**config.mk**
```make
export PLATFORM = sky130hd
export DESIGN_NAME = mux4_arbiter
export DESIGN_NICKNAME = d
export VERILOG_FILES = /design/src/rtl/mux4_arbiter.sv
export SDC_FILE = /design/constraint.sdc
export NUM_CORES = 1
export LEC_CHECK = 0
export ABC_AREA = 0
export CAP_MARGIN = 20
export CELL_PAD_IN_SITES_DETAIL_PLACEMENT = 2
export CELL_PAD_IN_SITES_GLOBAL_PLACEMENT = 2
export CORE_MARGIN = 4
export CORE_UTILIZATION = 31
export DETAILED_ROUTE_END_ITERATION = 8
export PLACE_DENSITY = 0.76
export SETUP_SLACK_MARGIN = 0.05
export SYNTH_ARGS = -nofsm -noshare
export SYNTH_HDL_FRONTEND = slang
export SYNTH_SLANG_ARGS = --single-unit
```
**constraint.sdc**
```tcl
create_clock -name clk -period 2.3 [get_ports clk]
set_input_delay 0.46 -clock clk [delete_from_list [all_inputs] [get_ports clk]]
set_output_delay 0.46 -clock clk [all_outputs]
set_load 0.005 [all_outputs]
```
**src/rtl/mux4_arbiter.sv**
```systemverilog
// Round-robin owner arbiter for a shared 4:1 mux: one-hot registered grant,
// owner keeps the mux until it drops req, signals done, or hits MAX_HOLD cycles.
module mux4_arbiter #(
  parameter int MAX_HOLD = 8
) (
  input  logic       clk,
  input  logic       rst_n,
  input  logic [3:0] req,
  input  logic       done,
  output logic [3:0] gnt,
  output logic [1:0] sel,
  output logic       busy
);

  typedef enum logic {
    IDLE  = 1'b0,
    GRANT = 1'b1
  } state_t;

  localparam logic [3:0] HOLD_LAST = 4'(MAX_HOLD - 1);

  state_t     state_q, state_d;
  logic [3:0] gnt_q, gnt_d;
  logic [1:0] sel_q, sel_d;
  logic [1:0] ptr_q, ptr_d;
  logic [3:0] hold_cnt_q, hold_cnt_d;

  logic [1:0] search_base;
  logic [1:0] cand;
  logic [1:0] win;
  logic       found;
  logic       release_own;

  // On release the search restarts just past the owner; from IDLE it uses ptr.
  always_comb begin
    search_base = (state_q == GRANT) ? sel_q + 2'd1 : ptr_q;
    found       = 1'b0;
    win         = search_base;
    cand        = search_base;
    // Walk offsets high to low so the lowest offset from the base wins last.
    for (int i = 3; i >= 0; i--) begin
      cand = search_base + 2'(i);
      if (req[cand]) begin
        found = 1'b1;
        win   = cand;
      end
    end
  end

  assign release_own = !req[sel_q] || done || (hold_cnt_q == HOLD_LAST);

  // NOTE: every signal gets a default first so no path leaves it unassigned,
  // which would otherwise infer a latch.
  always_comb begin
    state_d    = state_q;
    gnt_d      = gnt_q;
    sel_d      = sel_q;
    ptr_d      = ptr_q;
    hold_cnt_d = hold_cnt_q;

    unique case (state_q)
      IDLE: begin
        if (found) begin
          state_d    = GRANT;
          gnt_d      = 4'b0001 << win;
          sel_d      = win;
          hold_cnt_d = 4'd0;
        end
      end
      GRANT: begin
        if (release_own) begin
          ptr_d = sel_q + 2'd1;
          if (found) begin
            gnt_d      = 4'b0001 << win;
            sel_d      = win;
            hold_cnt_d = 4'd0;
          end else begin
            state_d    = IDLE;
            gnt_d      = 4'b0000;
            hold_cnt_d = 4'd0;
          end
        end else begin
          hold_cnt_d = hold_cnt_q + 4'd1;
        end
      end
      default: begin
        state_d = IDLE;
        gnt_d   = 4'b0000;
      end
    endcase
  end

  // NOTE: state registers use non-blocking assignments so every flop samples
  // the pre-edge values, independent of statement order.
  always_ff @(posedge clk or negedge rst_n) begin
    if (!rst_n) begin
      state_q    <= IDLE;
      gnt_q      <= 4'b0000;
      sel_q      <= 2'd0;
      ptr_q      <= 2'd0;
      hold_cnt_q <= 4'd0;
    end else begin
      state_q    <= state_d;
      gnt_q      <= gnt_d;
      sel_q      <= sel_d;
      ptr_q      <= ptr_d;
      hold_cnt_q <= hold_cnt_d;
    end
  end

  assign gnt  = gnt_q;
  assign sel  = sel_q;
  assign busy = |gnt_q;

endmodule
```
==> flow_metrics.tcl, run 1 <==
set metrics [dict create \
    status "finished, final reports clean" \
    top_level_ports 14 \
    postLayoutCellArea_um2 983 \
    wirelength_um 2110 \
    io_buffers 13 \
    ant_nets 0 \
    grt_pass1_vias 768 \
    die_height_um 58.5 \
    post_dp_cell_area_um2 957 \
    grt_start_max_net_pins 14 \
    hpwl_um 1680 \
    rsz0062_at_grt "false" \
    synth_warnings 0 \
    netlist.area_leader.share_pct 41.1 \
    critPathLaunchType "flop" \
    finalClockSkew_ns 0.00276 \
    holdWs_ns 0.501 \
    hold_depth 1 \
    gr-usage-all-layers_pct 14.6 \
    finalSetupTns_ns 0 \
    power_mw 1.07 \
    top_usage_layer "met2" \
    cts_max_path_buffers 2 \
    path_class "reg -> out" \
    grt_util_met3_pct 3.07 \
    wl_per_cell_um 16.6 \
    dieArea_um2 3420 \
    overflow 0 \
    placedCellCount 123 \
    nets 106 \
    dieWidth_um 58.5 \
    final_cells 127 \
    cts_hold_buf 0 \
    pre_cts_slack_ns -0.0285 \
    worstPathArrival_ns 1.67 \
    setup_ws_ns 0.170 \
    p_sw_share_pct 38.0 \
    pwr-share-seq_pct 36.8 \
    vias 690 \
    utilization_pct 40.1 \
    synth.largest_area_cell "dfrtp_1" \
    drtIter0Drc 9 \
    p_leak_nw 0.419 \
    synth_area_leaders "dfrtp_1 (41%), o21ai_0 (5.1%), inv_1 (3.8%)" \
    clkPwrFrac_pct 13.2 \
    worst_pin_slew_ns 0.593 \
    gp_congestion 0.837 \
    clk_latency_ns 0.27 \
    hp-class "reg -> reg" \
    p_int_uw 666 \
    period_share_pct 92.6 \
    async_reset_ff_share_pct 100 \
    diodes 0 \
    core_area_um2 2450 \
    areaGrowthSynthToFinish_pct 24.4 \
    drive_above_1_share_pct 17.5 \
    final_cell_mix "dfrtp_1 (13), clkdlybuf4s50_1 (13), inv_1 (8), o21ai_0 (8), nor2_1 (5)" \
    htreeDepth 1 \
    synth_edf_count 0 \
    cts_root_buf "clkbuf_4" \
    postCtsResizedCells 0 \
    ff2ff_path_depth 5 \
    synthFlopType "dfrtp_1" \
    clkTransAtPathRegs_ns 0.08 \
    endpoint_kind "primary output" \
    switching_power_uw 409 \
    synth_area_um2 791 \
    fmax_mhz 469 \
    viasPerCell 5.43 \
    drv_slew 0 \
    p_comb_share_pct 50.0 \
    synth_seq_cells 13 \
    yosysUniqueCellTypes 40 \
    crit_required_ns 1.84 \
    cts_tree "done" \
    syn-num-nets 88 \
    setup_viol 0 \
    max-slew-margin-rel_pct 60.3 \
    route.detailed.drc 0 \
    hold_viol_final 0 \
    drv_cap 0 \
    cts-buffers-inserted 3 \
    syn_avg_cell_area_um2 9.88 \
    antenna_found_initial 0 \
    grt_use_met1_pct 19.0 \
    post_cts_buffers 0 \
    ys_seq_area_share_pct 41.1 \
    use_met2_pct 23.4 \
    power.density_nw_per_um2 1090 \
    period_minus_slack_ns 2.13 \
    grt_pass1_wl_um 3770 \
    syn_inst 80 \
    start_util_pct 32.2 \
    firstDrtPassIters 4 \
    crit_fanout 3 \
    num_rows 18 \
    ir_drop_v 0.000490 \
    fillers 279 \
    cts_num_sinks 13 \
]
[final timing paths]
check | startpoint | to | slack, ns
worst max register to register | state_q | gnt[3] | 0.30
max in group asynchronous | rst_n | hold_cnt_q[2] | 1.36
worst min register to register | hold_cnt_q[3] | hold_cnt_q[3] | 0.50
worst max-delay path | gnt[1] | busy | 0.17
worst min-delay path | hold_cnt_q[3] | hold_cnt_q[3] | 0.50
min in group asynchronous | rst_n | gnt[1] | 0.56
[worst max-delay path: stages (launching register included)]
cell and delay, ns:
dfrtp_1 0.40, or4_1 0.53, clkdlybuf4s50_1 0.46
[cells by family after synthesis]
kind of cell	share of synthesized area (%)
AO/OA/AOI/OAI	22.6
multiplexers	5.54
XOR/XNOR	1.11
flip-flops	41.1
AND/OR/NAND/NOR	21.2
adder cells (fa/ha/maj)	1.58
buffers and inverters	6.80
[synthesized netlist by cell type (2+ instances only)]
| master | number |
|---|---|
| o311ai_1 | 2 |
| or4_1 | 2 |
| nand2_1 | 3 |
| inv_1 | 8 |
| o21ai_1 | 2 |
| dfrtp_1 | 13 |
| a21oi_1 | 3 |
| a32o_1 | 2 |
| nand2b_1 | 2 |
| nor2_1 | 5 |
| o21ai_0 | 8 |
| a31oi_1 | 2 |
[state kept, by name, summed over array words and instances, names as in the netlist]
name and cells:
gnt 4, hold_cnt_q 4, ptr_q 2, sel 2
state_q 1
[cell type report]
cell class / instances / area (um^2) / area share, %
clock buffer: 4 / 26.3 / 2.67
inverter: 8 / 30.0 / 3.05
multi-input combinational: 56 / 412 / 41.9
sequential: 13 / 325 / 33.1
tap: 30 / 37.5 / 3.82
timing repair buffer: 16 / 153 / 15.5
[power groups by stage]
stage	logic, mW	clock network, mW	registers [mW]
after floorplan	0.358	0	0.367
after global placement	0.526	0	0.399
after detailed placement	0.544	0	0.403
after CTS	0.548	0.146	0.398
after global routing	0.604	0.163	0.412
final	0.538	0.142	0.395
[per-layer routing]
metal,vias up,part of all wire (%)
met5,-,0
met4,0,1.9
met3,4,3.3
met2,10,49
met1,345,45
li1,331,-
No activity file was read; power rests on OpenSTA's default activity.
==> run 2: changes to the inputs <==
==> constraint.sdc (replaced) <==
create_clock -name clk -period 2 [get_ports clk]
set_input_delay 0.4 -clock clk [delete_from_list [all_inputs] [get_ports clk]]
set_output_delay 0.4 -clock clk [all_outputs]
set_load 0.005 [all_outputs]
==> run 2 against run 1 <==
Compared with the run above: global-route usage increased by 0.79 points; final cell count up 8.7%; via count grew 7.1%; count of clock-buffer cells in the layout did not move; critical path depth unchanged; sequential cell count unchanged; clock skew fell by 0.0016 ns; worst hold slack worse by 0.017 ns; critical path type unchanged; critical endpoint unchanged; largest power group unchanged.
==> flow_metrics.tcl, run 2 (synthesized netlist as in run 1, its figures left out) <==
set metrics [dict create \
    diodes 0 \
    finalSetupTns_ns 0 \
    grt_start_max_net_pins 14 \
    worstPathArrival_ns 1.49 \
    hold_viol_final 0 \
    die_height_um 58.5 \
    period_minus_slack_ns 1.89 \
    clkTransAtPathRegs_ns 0.08 \
    dieArea_um2 3420 \
    cts_tree "done" \
    period_share_pct 94.6 \
    pre_cts_slack_ns -0.171 \
    wl_per_cell_um 16.9 \
    clk_latency_ns 0.28 \
    drive_above_1_share_pct 29.6 \
    finalClockSkew_ns 0.00117 \
    critPathLaunchType "flop" \
    drv_cap 0 \
    drv_slew 0 \
    cts_max_path_buffers 2 \
    min_from "hold_cnt_q[3]" \
    ir_drop_v 0.000616 \
    rr_startpoint "sel[0]" \
    nets 117 \
    grt_pass1_vias 784 \
    max-slew-margin-rel_pct 57.8 \
    cts_root_buf "clkbuf_4" \
    areaGrowthSynthToFinish_pct 37.7 \
    grt_pass1_wl_um 3910 \
    dieWidth_um 58.5 \
    drtIter0Drc 12 \
    cts_hold_buf 0 \
    antenna_found_initial 0 \
    worst_pin_slew_ns 0.631 \
    setup_viol 0 \
    hp-class "reg -> reg" \
    endpoint_kind "primary output" \
    final_cell_mix "buf_4 (14), dfrtp_1 (12), clkdlybuf4s50_1 (12), inv_1 (8), o21ai_0 (7)" \
    status "finished, final reports clean" \
    htreeDepth 1 \
    rsz0062_at_grt "false" \
    post_dp_cell_area_um2 1030 \
    core_area_um2 2450 \
    top_level_ports 14 \
    postLayoutCellArea_um2 1090 \
    setup_ws_ns 0.108 \
    path_class "reg -> out" \
    crit_required_ns 1.60 \
    fillers 271 \
    viasPerCell 5.36 \
    hpwl_um 1860 \
    route.detailed.drc 0 \
    power.density_nw_per_um2 1270 \
    num_rows 18 \
    cts_num_sinks 13 \
    ant_nets 0 \
    start_util_pct 32.2 \
    p_leak_nw 0.480 \
    firstDrtPassIters 2 \
    cts-buffers-inserted 3 \
    fmax_mhz 529 \
    io_buffers 13 \
    crit_start "gnt[1]" \
    gr-usage-all-layers_pct 15.4 \
    layout_commonest_cell "buf_4" \
    gp_congestion 0.810 \
    vias 739 \
    wirelength_um 2330 \
    overflow 0 \
    crit_fanout 2 \
]
[run 2: cell count changes in the layout (fill, tap and decap cells not counted), sizes merged]
cell / previous run / this run
buf: 3 / 14
dlygate4sd2: 0 / 1
clkdlybuf4s50: 13 / 12
[run 2: where the power goes]
group | total, mW | internal (mW) | switching [mW]
sequential | 0.453 | 0.347 | 0.106
combinational | 0.757 | 0.431 | 0.327
clock | 0.167 | 0.0776 | 0.0898
total | 1.38 | 0.855 | 0.523
[run 2: critical path, cell delays in order (launching register included)]
cell	delay, ns
dfrtp_1	0.40
or4_1	0.53
dlygate4sd2_1	0.28
[run 2: worst paths after layout]
path / end / slack (ns) / cells past startpoint
max reg2reg: sel[1] / 0.11 / 4
min reg2reg: hold_cnt_q[3] / 0.48 / 1
max in group asynchronous: state_q / 1.05 / 1
min in group asynchronous: gnt[1] / 0.50 / 1
max: busy / 0.11 / 2
min: hold_cnt_q[3] / 0.48 / 1
[run 2: timing repair]
item                                   in CTS  in global routing
endpoints found under the hold margin       0                  0
setup buffers                               0                  1
setup endpoints to repair                   2                  7
pin swaps                                   0                  1
gates cloned                                0                  0
gates resized for setup                     2                  4
[run 2: routing by layer]
metal	GRT usage, %	share of wire [%]	up-vias	wire (um)
met2	25.5	51	13	1190
met1	19.1	42	366	987
li1	-	-	353	-
met4	8.28	3.0	0	70
met3	2.41	3.6	7	83
met5	0	0	-	0
[run 2: stage by stage]
stage          power [mW]  hold WS, ns  cells  utilization, %
2_1_floorplan       0.834        0.104     80               -
3_3_place_gp         1.15        0.458    133            42.0
3_5_place_dp         1.19        0.465    133            42.0
4_1_cts              1.36        0.482    137            43.4
5_1_grt              1.50        0.496    138            44.3
6_report             1.38        0.484    138            44.3
[run 2: area by class of cell]
| type | instances | area [um^2] | area share (%) |
|---|---|---|---|
| well taps | 30 | 37.5 | 3.45 |
| repair buffers | 27 | 234 | 21.5 |
| multi-input cells | 56 | 434 | 39.9 |
| flip-flops and latches | 13 | 327 | 30.0 |
| clock buffers | 4 | 26.3 | 2.41 |
| inverters | 8 | 30.0 | 2.76 |
